===== config.mk =====
export PLATFORM = sky130hd
export DESIGN_NAME = op_amp_cal_ctrl
export DESIGN_NICKNAME = d
export VERILOG_FILES = /design/src/rtl/op_amp_pkg.sv /design/src/rtl/op_amp_sat_sub.sv /design/src/rtl/op_amp_cal_ctrl.sv
export SDC_FILE = /design/constraint.sdc
export NUM_CORES = 1
export LEC_CHECK = 0
export ABC_CLOCK_PERIOD_IN_PS = 2900
export CORE_AREA = 2 2 127 129
export DETAILED_ROUTE_END_ITERATION = 10
export DIE_AREA = 0 0 129 131
export PLACE_DENSITY = 0.72
export SYNTH_ARGS = -nofsm -noshare
export SYNTH_HDL_FRONTEND = slang
export SYNTH_SLANG_ARGS = --single-unit

===== constraint.sdc =====
create_clock -name clk -period 2.9 [get_ports clk]
set_input_delay 0.29 -clock clk [delete_from_list [all_inputs] [get_ports clk]]
set_output_delay 0.29 -clock clk [all_outputs]
set_load 0.01 [all_outputs]

===== src/rtl/op_amp_pkg.sv =====
// op_amp_pkg: shared FSM encoding, sample width and saturation limits for the op-amp calibration controller
package op_amp_pkg;
  localparam int SW = 16;
  localparam logic signed [SW-1:0] SAT_MAX = 16'sh7fff;
  localparam logic signed [SW-1:0] SAT_MIN = 16'sh8000;
  typedef enum logic [1:0] {RUN, SETTLE_S, ACCUM, UPDATE} cal_state_t;
endpackage


===== src/rtl/op_amp_sat_sub.sv =====
// op_amp_sat_sub: a - b computed at 17 bits and clamped to the signed 16-bit range
module op_amp_sat_sub import op_amp_pkg::*; (
  input  logic signed [SW-1:0] a,
  input  logic signed [SW-1:0] b,
  output logic signed [SW-1:0] y
);
  logic signed [SW:0] d;
  assign d = {a[SW-1], a} - {b[SW-1], b};
  assign y = d[SW] != d[SW-1] ? (d[SW] ? SAT_MIN : SAT_MAX) : d[SW-1:0];
endmodule


===== src/rtl/op_amp_cal_ctrl.sv =====
// op_amp_cal_ctrl: drives a differential amplifier, periodically measures its offset with zeroed inputs and subtracts it
module op_amp_cal_ctrl import op_amp_pkg::*; #(
  parameter int NSAMP_LOG2   = 4,
  parameter int SETTLE       = 3,
  parameter int RECAL_PERIOD = 65536
) (
  input  logic                 clk,
  input  logic                 rst_n,
  input  logic                 cal_start,
  input  logic                 null_req,
  input  logic signed [SW-1:0] in_p,
  input  logic signed [SW-1:0] in_m,
  input  logic signed [SW-1:0] amp_out,
  output logic signed [SW-1:0] amp_v_plus,
  output logic signed [SW-1:0] amp_v_minus,
  output logic                 amp_null1,
  output logic                 amp_null2,
  output logic signed [SW-1:0] corr_out,
  output logic                 corr_valid,
  output logic                 cal_busy,
  output logic                 cal_done,
  output logic signed [SW-1:0] offset_est
);
  localparam int NS = 1 << NSAMP_LOG2;
  localparam int AW = SW + NSAMP_LOG2;
  localparam int CW = $clog2(SETTLE + NS + 1);
  localparam int TW = $clog2(RECAL_PERIOD + 1);
  cal_state_t state, nstate;
  logic [CW-1:0] cnt;
  logic [TW-1:0] timer;
  logic signed [AW-1:0] acc;
  logic [1:0] fill;
  logic signed [SW-1:0] diff;
  logic go;
  op_amp_sat_sub u_sub (.a(amp_out), .b(offset_est), .y(diff));
  assign go = cal_start || timer == '0 || null_req != amp_null1;
  assign cal_busy = state != RUN;
  assign cal_done = state == UPDATE;
  assign corr_valid = state == RUN && fill == 2'd2;
  always_comb begin
    nstate = state;
    case (state)
      RUN:      if (go) nstate = SETTLE_S;
      SETTLE_S: if (cnt == CW'(SETTLE - 1)) nstate = ACCUM;
      ACCUM:    if (cnt == CW'(NS - 1)) nstate = UPDATE;
      default:  nstate = RUN;
    endcase
  end
  always_ff @(posedge clk or negedge rst_n)
    if (!rst_n) begin
      state       <= SETTLE_S;
      cnt         <= '0;
      timer       <= TW'(RECAL_PERIOD - 1);
      acc         <= '0;
      fill        <= '0;
      offset_est  <= '0;
      amp_v_plus  <= '0;
      amp_v_minus <= '0;
      amp_null1   <= 1'b0;
      amp_null2   <= 1'b0;
      corr_out    <= '0;
    end else begin
      state       <= nstate;
      cnt         <= nstate != state ? '0 : cnt + CW'(1);
      timer       <= state != RUN ? timer : go ? TW'(RECAL_PERIOD - 1) : timer - TW'(1);
      acc         <= state == ACCUM ? acc + {{NSAMP_LOG2{amp_out[SW-1]}}, amp_out} : state == SETTLE_S ? '0 : acc;
      fill        <= state != RUN ? 2'd0 : fill == 2'd2 ? fill : fill + 2'd1;
      offset_est  <= state == UPDATE ? acc[AW-1:NSAMP_LOG2] : offset_est;
      amp_v_plus  <= nstate == RUN ? in_p : '0;
      amp_v_minus <= nstate == RUN ? in_m : '0;
      amp_null1   <= state == RUN ? null_req : amp_null1;
      amp_null2   <= state == RUN ? null_req : amp_null2;
      corr_out    <= state == RUN ? diff : corr_out;
    end
endmodule


# Word level (Yosys, flattened, before mapping)
# Index checks and enable logic that the tools add are counted.
[word_totals] reg_bits=111 latch_bits=0 ram_bits=0 mem_bits_ro=0 in_bits=52 out_inout_bits=69 elab_cells=47 mem_count=0
[classes] addsub=5 mul=0 div_mod_pow=0 n_lt_le_gt_ge=0 n_eq_ne=10 n_shift=0 mux=14 n_bitwise=0 reduce_logical=8
[ops] op="$mux 16" n=4
[ops] op="$mux 20" n=2
[ops] op="$add 20x20->20" n=1
[ops] op="$logic_not 17->1" n=1
[ops] op="$mux 17" n=1
[ops] op="$sub 16x16->17" n=1
[ops] op="$sub 17x1->17 const B" n=1
[ops] op="$mux 2" n=5
[ops] op="$eq 2x2->1 const B" n=3
[ops] op="$pmux 2 s3" n=1
[ops] op="$add 5x1->5 const B" n=1
[ops] op="$eq 5x2->1 const B" n=1
[ops] op="$eq 5x4->1 const B" n=1
[ops] op="$mux 5" n=1
[ops] op="$logic_not 2->1" n=2
[ops] op="$reduce_bool 2->1" n=2
[ops] op="$add 2x1->2 const B" n=1
[ops] op="$eq 2x1->1 const B" n=1
[ops] op="$logic_or 1x1->1" n=2
[ops] op="$ne 1x1->1" n=2
[ops] op="$ne 2x2->1" n=1
[ops] op="$ne 2x2->1 const B" n=1
[ops] op="$logic_and 1x1->1" n=1

# Logic depth before layout (Yosys ltp)
# Gate-level depths: netlist of run 1.
[depth] depth_word=7 mapped_depth=13 mapped_depth_nobuf=11

# Cells and area by module
# Synthesis of run 1 repeated with hierarchy kept, for this count alone.
[unflattened] cells_unflattened=645 hier_area_um2=6703.9
[modules_own_cells] mod="op_amp_cal_ctrl" instances=1 cells_per_inst=507 area_each_um2=5675.4 seq_area_each_um2=2798.9
[modules_own_cells] mod="op_amp_sat_sub" instances=1 cells_per_inst=138 area_each_um2=1028.5 seq_area_each_um2=0.0

# Least setup slack after synthesis of run 1
# No wires, ideal clock.
[synth_path] path_type="flip-flop to flip-flop" startpoint="reg offset_est[0]" endpoint="reg corr_out[8]" setup_ns=0.123 arrival_ns=2.635 t_required_ns=2.777 setup_slack_ns=0.142 stages_incl_launch_ff=13 path_buffers=2 period_less_slack_ns=2.758 cell_sequence="dfrtp_1 > ha_1 > inv_1 > fa_1 > a211o_2 > a211o_1 > nand2_1 > o21bai_1 > a31o_2 > clkbuf_1 > clkbuf_1 > a31oi_1 > o2bb2ai_1"
[synth_via] elab_chain_len=3 elab_cells_between_ends=4 cone_classes="1 x add/sub; 1 x eq/ne; 2 x mux"
[synth_lines] item="start: declaration" line="op_amp_cal_ctrl.sv:22" rtl="output logic signed [SW-1:0] offset_est"
[synth_lines] item="start signal: assignment" line="op_amp_cal_ctrl.sv:68" rtl="offset_est <= state == UPDATE ? acc[AW-1:NSAMP_LOG2] : offset_est;"
[synth_lines] item="$sub 16x16->17 (*)" line="op_amp_sat_sub.sv:8" rtl="assign d = {a[SW-1], a} - {b[SW-1], b};"
[synth_lines] item="$mux 16 or $ne 1x1->1 (tied branches)" line="op_amp_sat_sub.sv:9" rtl="assign y = d[SW] != d[SW-1] ? (d[SW] ? SAT_MIN : SAT_MAX) : d[SW-1:0];"
[synth_lines] item="$mux 16 (*)" line="op_amp_sat_sub.sv:9"
[synth_lines] item="end signal: assignment" line="op_amp_cal_ctrl.sv:73" rtl="corr_out <= state == RUN ? diff : corr_out;"
[synth_lines] item="end: declaration" line="op_amp_cal_ctrl.sv:18" rtl="output logic signed [SW-1:0] corr_out,"
# Every way passes the cells marked *; elsewhere a longest branch is shown, timed or not.
# A chain may end at the register's enable or synchronous reset.

# Worst setup path in the final report of run 1
[layout_path] startpoint="in amp_out[4]" endpoint="reg corr_out[9]"
[layout_via] elab_chain_len=3 elab_cells_between_ends=4 cone_classes="1 x add/sub; 1 x eq/ne; 2 x mux"
[layout_lines] item="start: declaration" line="op_amp_cal_ctrl.sv:13" rtl="input logic signed [SW-1:0] amp_out,"
[layout_lines] item="$sub 16x16->17 (*)" line="op_amp_sat_sub.sv:8"
[layout_lines] item="$mux 16 or $ne 1x1->1 (tied branches)" line="op_amp_sat_sub.sv:9"
[layout_lines] item="$mux 16 (*)" line="op_amp_sat_sub.sv:9"
# Marked as above.

==> results of run 1 <==
## routing by layer
metal	GRT usage (%)	part of all wire, %
met1	24.9	46
met2	30.8	50
met3	2.48	2.6
met4	6.46	1.4
met5	0	0
## report_power, final
group / internal, W / switching [W]
registers: 0.00211 / 0.000343
logic: 0.00217 / 0.00227
clock network: 0.000614 / 0.000633
total: 0.00489 / 0.00325
## path summary, 6_finish.rpt
path | start | endpoint | slack [ns] | cells past startpoint
min in group asynchronous | rst_n | acc[8]$_DFFE_PN0P_ | 0.50 | 2
worst min-delay path | in_m[14] | amp_v_minus[14]$_DFF_PN0_ | 0.47 | 2
max in group asynchronous | rst_n | timer[2]$_DFFE_PN1P_ | 1.70 | 3
worst min register to register | cnt[0]$_DFF_PN0_ | cnt[0]$_DFF_PN0_ | 0.49 | 1
worst max-delay path | amp_out[4] | corr_out[9]$_DFFE_PN0P_ | 0.18 | 10
worst max register to register | offset_est[4]$_DFFE_PN0P_ | corr_out[9]$_DFFE_PN0P_ | 0.19 | 10
## synth_stat cells (7+ instances only)
cell type  instances  area share (%)
o2bb2ai_1         15             2.1
nand2b_1           9            0.90
inv_1             53             3.2
a31oi_1           11             1.1
clkbuf_1          18             1.1
o22ai_1           11             1.1
and2_1            35             3.5
a21o_1            13             1.6
a21oi_1           38             3.1
nor2_1            29             1.7
dfrtp_1           94              38
nand3_1            7            0.56
nand2_1           46             2.8
o21ai_0           47             3.8
nor3_1            12            0.96
xor2_1            17             2.4
or3_1              7            0.70
dfstp_2           17             7.2
xnor2_1           17             2.4
ha_1              46             9.2
## critical path, stage by stage
cell             delay [ns]
clkdlybuf4s50_1        0.44
ha_1                   0.32
a21o_1                 0.17
or3_1                  0.31
o211a_1                0.23
or4_4                  0.53
and3_4                 0.19
o31ai_2                0.21
buf_4                  0.19
o2bb2ai_1              0.07
## layout by cell type (no fill, tap or decap), drive strengths merged, types with 12 or more instances in the layout
cell and instances:
clkdlybuf4s50 119, dfrtp 94, inv 57, buf 51, o21ai 47, nand2 46, ha 46, a21oi 38
and2 35, nor2 29, xor2 17, xnor2 17, dfstp 17, o2bb2ai 15, a21o 15, nor3 12
## state kept, by name (all words and copies together), names as in the netlist
| register | cells |
|---|---|
| amp_null2 | 1 |
| acc | 20 |
| amp_v_minus | 16 |
| fill | 2 |
| timer | 17 |
| corr_out | 16 |
| amp_v_plus | 16 |
| offset_est | 16 |
| state | 2 |
| cnt | 5 |
## cell type report
type / instances / area [sq um]
Sequential cell: 111 / 2800
Clock buffer: 9 / 225
Inverter: 54 / 203
Clock inverter: 7 / 75.1
Fill cell: 1421 / 7280
Timing Repair Buffer: 171 / 1610
Multi-Input combinational cell: 450 / 3130
Tap cell: 216 / 270
## metrics by stage
stage | cell area, sq um | utilization (%) | setup TNS, ns | setup WS (ns) | cells
finish | 8310 | 53.3 | 0 | 0.176 | 1018
global route | 8310 | 53.3 | 0 | 0.00343 | 1018
CTS | 8310 | 53.3 | 0 | 0.174 | 1018
detailed placement | 8000 | 51.3 | -2.92 | -0.196 | 1001
global placement | 8000 | 51.3 | -2.60 | -0.184 | 1001
floorplan | 6230 | - | 0 | 0.142 | 637
## cell families after synthesis
kind of cell | Yosys count | synth area share [%]
AND/OR/NAND/NOR | 176 | 14.9
multiplexers | 2 | 0.362
XOR/XNOR | 34 | 4.78
adder cells (fa/ha/maj) | 48 | 9.89
flip-flops | 111 | 44.9
AO/OA/AOI/OAI | 190 | 20.2
buffers and inverters | 76 | 4.94
## timing repair
item	CTS	global route
resized for setup	0	1
hold buffers	1	0
setup endpoints to repair	0	1
endpoints found under the hold margin	45	0
==> metrics.cfg, run 1 <==
[status]
outcome=finished clean

[placement]
dp_hpwl_um=11600
place.gp.congestion=0.856
portBuffers=120

[sta]
hold_viol_final=0
fin_crit_ns=2.72
setup_violations=0
max_freq_mhz=367
final_max_slew_viol_count=0
finalHoldWorstSlack_ns=0.469
finClkSkew_ns=0.0154
post-route-period-util_pct=93.9
rsz0062_at_grt=no
slew_headroom_pct=56.5
tightest_slew_ns=0.653

[yosys]
synthArstFlopShare_pct=100
synth_fp_nets=737
yosysWarnings=0
avgSynthCellArea_sq_um=9.78
syn_inst=637
synth_edf_count=0
ys.flop_type=dfrtp_1
ys_types=63
ys_seq_area_share_pct=44.9
synth_area_sq_mm=0.00623
ys_seq_elements=111

[route]
finalWirelength_um=15200
dr_total_vias=5105
dr.pass1.iters=4
wl_per_cell_um=14.9
drc=0
ant_nets=0
first_iter_violations=338
viasPerCell=5.01

[global_routing]
grtUsageTotal_pct=18.5
overflow=0
grt_max_degree=49
antenna_found_initial=0
grt_pass1_vias=4914
grt_pass1_wl_um=24600

[clock_tree]
post-cts-setup-buffers=0
cts_buffer_depth=2
cts.sinks=111
clkTransAtPathRegs_ns=0.09
cts_buffers=9
clk_latency_ns=0.36
cts_root_buf=clkbuf_16
h-tree-depth=3
cts_tree=yes

[worst_hold_path]
hp-class=input pin to flip-flop

[worst_setup_path]
required_ns=3.14
crit_path_end_kind=flip-flop
crit_arrival_ns=2.96
crit_fanout=6
critPathLaunchType=input pin
critPathKind=input pin to flip-flop

[pwr]
power_w=0.00813
vdd_drop_max_uv=384
p_leak_nw=3.61
power_density_mw_per_mm2=979

[final_layout]
area_growth_pct=33.5
drive_gt1_share_pct=12.6
fin_nets=897
n_antenna_cell=0

[floorplan]
core_sq_mm=0.0156
fp-row-count=46
die_x_um=129
fp.dieH_um=131
start_util_pct=39.9
ios=121
die_area_sq_mm=0.0169

[run]
cap_viol_max_count=0

Power figures use the tool's default switching activity.
==> run 2: changes to the inputs <==
ABC_CLOCK_PERIOD_IN_PS = 3200   (was 2900)
clock period = 3.2 ns   (was 2.9 ns; I/O delays follow)
==> run 2 against run 1 <==
Compared with the run above:
- hold slack got worse by 0.48 ns
- the flow now finishes with violations (negative hold slack)
- largest cell class unchanged
- highest routed layer unchanged
- power fell by 11%
- wire length fell by 1.3%
- combinational power fell by 13%
- sequential share of layout area rose by 0.99 points
- sequential power fell by 9.8%
==> metrics.cfg, run 2 (synthesis results as in run 1) <==
[worst_setup_path]
crit_path_end_kind=flip-flop  ; unchanged
critPathKind=input pin to flip-flop  ; unchanged
required_ns=3.44  ; was 3.14 ns
critPathLaunchType=input pin  ; unchanged
slowest_delay_ns=0.54  ; was 0.53 ns
r2r_setup_slack_ns=0.41  ; was 0.19 ns
crit_arrival_ns=3.07  ; was 2.96 ns
crit_slowest_cell=or4_4  ; unchanged
crit_fanout=6  ; unchanged
cp_cell_sequence=clkdlybuf4s50_1, ha_1, a21o_1, or3_1, o211a_1, or4_4, and3_4, o31ai_2, buf_4, o2bb2ai_1  ; unchanged

[floorplan]
die_area_sq_mm=0.0169  ; unchanged
ios=121  ; unchanged
fp.dieH_um=131  ; unchanged
start_util_pct=39.9  ; unchanged
core_sq_mm=0.0156  ; unchanged
die_x_um=129  ; unchanged
fp-row-count=46  ; unchanged

[sta]
post-route-period-util_pct=88.5
final_max_slew_viol_count=0  ; unchanged
finalHoldWorstSlack_ns=-0.0133  ; was 0.469 ns
hold_viol_final=28  ; was 0
setup_violations=0  ; unchanged
rsz0062_at_grt=no  ; unchanged
slew_headroom_pct=36.8  ; was 56.5%
finalSetupTns_ns=0  ; unchanged
fin_crit_ns=2.83
max_freq_mhz=353
tightest_slew_ns=0.941  ; was 0.653 ns
finClkSkew_ns=0.0170  ; was 0.0154 ns

[route]
viasPerCell=5.13  ; was 5.01
wl_per_cell_um=15.2  ; was 14.9 um
dr.pass1.iters=5  ; was 4
drc=0  ; unchanged
first_iter_violations=315  ; was 338
finalWirelength_um=15000  ; was 15200 um
dr_total_vias=5054  ; was 5105
ant_nets=0  ; unchanged

[clock_tree]
clk_latency_ns=0.37  ; was 0.36 ns
h-tree-depth=3  ; unchanged
ctsHoldBuffers=0  ; was 1
cts_resized=0  ; unchanged
cts_buffer_depth=2  ; unchanged
cts_root_buf=clkbuf_16  ; unchanged
cts.sinks=111  ; unchanged
cts_buffers=9  ; unchanged
post-cts-setup-buffers=0  ; unchanged
clkTransAtPathRegs_ns=0.08  ; was 0.09 ns
cts_tree=yes  ; unchanged

[status]
outcome=finished, violations left  ; was finished clean
violations=negative hold slack

[global_routing]
antenna_found_initial=0  ; unchanged
overflow=0  ; unchanged
grtUsageTotal_pct=17.8  ; was 18.5%
grt_pass1_vias=4860  ; was 4914
grt_max_degree=64  ; was 49
grt_pass1_wl_um=23900  ; was 24600 um

[final_layout]
area_growth_pct=29.7  ; was 33.5%
final_common_cell=clkdlybuf4s50_1  ; unchanged
top_regs=acc x20, timer x17  ; unchanged
utilization_pct=51.8  ; was 53.3%
multi_input_area_sq_mm=0.00313  ; about the same
largest_reg_flops=20  ; unchanged
layout_common_cells=clkdlybuf4s50_1 (119), dfrtp_1 (94), inv_1 (53), o21ai_0 (47)  ; was clkdlybuf4s50_1 (119), dfrtp_1 (94), inv_1 (53), buf_4 (49), o21ai_0 (47)
top_register=acc  ; unchanged
fin_cells=986  ; was 1018
nFillCells=1439  ; was 1421
fin_nets=865  ; was 897
n_antenna_cell=0  ; unchanged
drive_gt1_share_pct=8.96  ; was 12.6%
register_area_sq_mm=0.00280  ; unchanged

[placement]
dp_cells=970  ; was 1001
dp_hpwl_um=11200  ; was 11600 um
place.gp.congestion=0.839  ; was 0.856
portBuffers=120  ; unchanged

[pwr]
p_leak_nw=3.46  ; was 3.61 nW
power_density_mw_per_mm2=896  ; was 979 mW/mm^2
vdd_drop_max_uv=332  ; was 384 uV

[run]
cap_viol_max_count=0  ; unchanged

[worst_hold_path]
hp-class=input pin to asynchronous set/reset pin  ; was input pin to flip-flop

==> run 2: through the flow <==
| step | setup slack [ns] | instance area [sq um] | total power, W |
|---|---|---|---|
| final | 0.368 | 8080 | 0.00724 |
| after global routing | 0.208 | 8080 | 0.00780 |
| after CTS | 0.373 | 8080 | 0.00731 |
| after detailed placement | 0.0124 | 7750 | 0.00610 |
| after global placement | 0.0480 | 7750 | 0.00603 |
| after floorplan | 0.442 | 6230 | 0.00463 |
==> run 2: layer usage <==
metal  up-vias  global-route usage [%]  wire, um
li1       2519                       -         -
met1      2433                    23.5      6880
met2        83                    30.4      7460
met3        19                    2.24       370
met4         0                    6.27       261
met5         -                       0         0
==> run 2: path summary, 6_finish.rpt <==
| path | depth (start not counted) | endpoint | start |
|---|---|---|---|
| max | 10 | corr_out[10]$_DFFE_PN0P_ | amp_out[4] |
| min | 1 | offset_est[0]$_DFFE_PN0P_ | rst_n |
| max reg2reg | 11 | corr_out[10]$_DFFE_PN0P_ | offset_est[0]$_DFFE_PN0P_ |
| min reg2reg | 2 | timer[1]$_DFFE_PN1P_ | timer[1]$_DFFE_PN1P_ |
| max in group asynchronous | 2 | timer[2]$_DFFE_PN1P_ | rst_n |
| min in group clk | 2 | amp_v_plus[0]$_DFF_PN0_ | in_p[0] |
==> run 2: report_power, final <==
part           leakage [nW]  internal, W  switching [W]
Sequential             1.41      0.00191       0.000305
Clock                 0.154     0.000568       0.000599
Combinational          1.89      0.00183        0.00203
Total                  3.46      0.00431        0.00293
==> run 2: worst max-delay path: cells and delay by family <==
kind	cells	cell delay [ns]
buf+inv	2	0.67
simple gates	3	1.04
fa+ha+maj	1	0.34
compound gates	4	0.69
==> run 2: area by class of cell <==
| class | instances | share of cell area, % |
|---|---|---|
| clock buffer | 9 | 2.79 |
| timing repair buffer | 139 | 16.8 |
| multi-input combinational | 450 | 38.7 |
| tap | 216 | 3.35 |
| sequential | 111 | 34.7 |
| inverter | 54 | 2.51 |
| clock inverter | 7 | 1.22 |
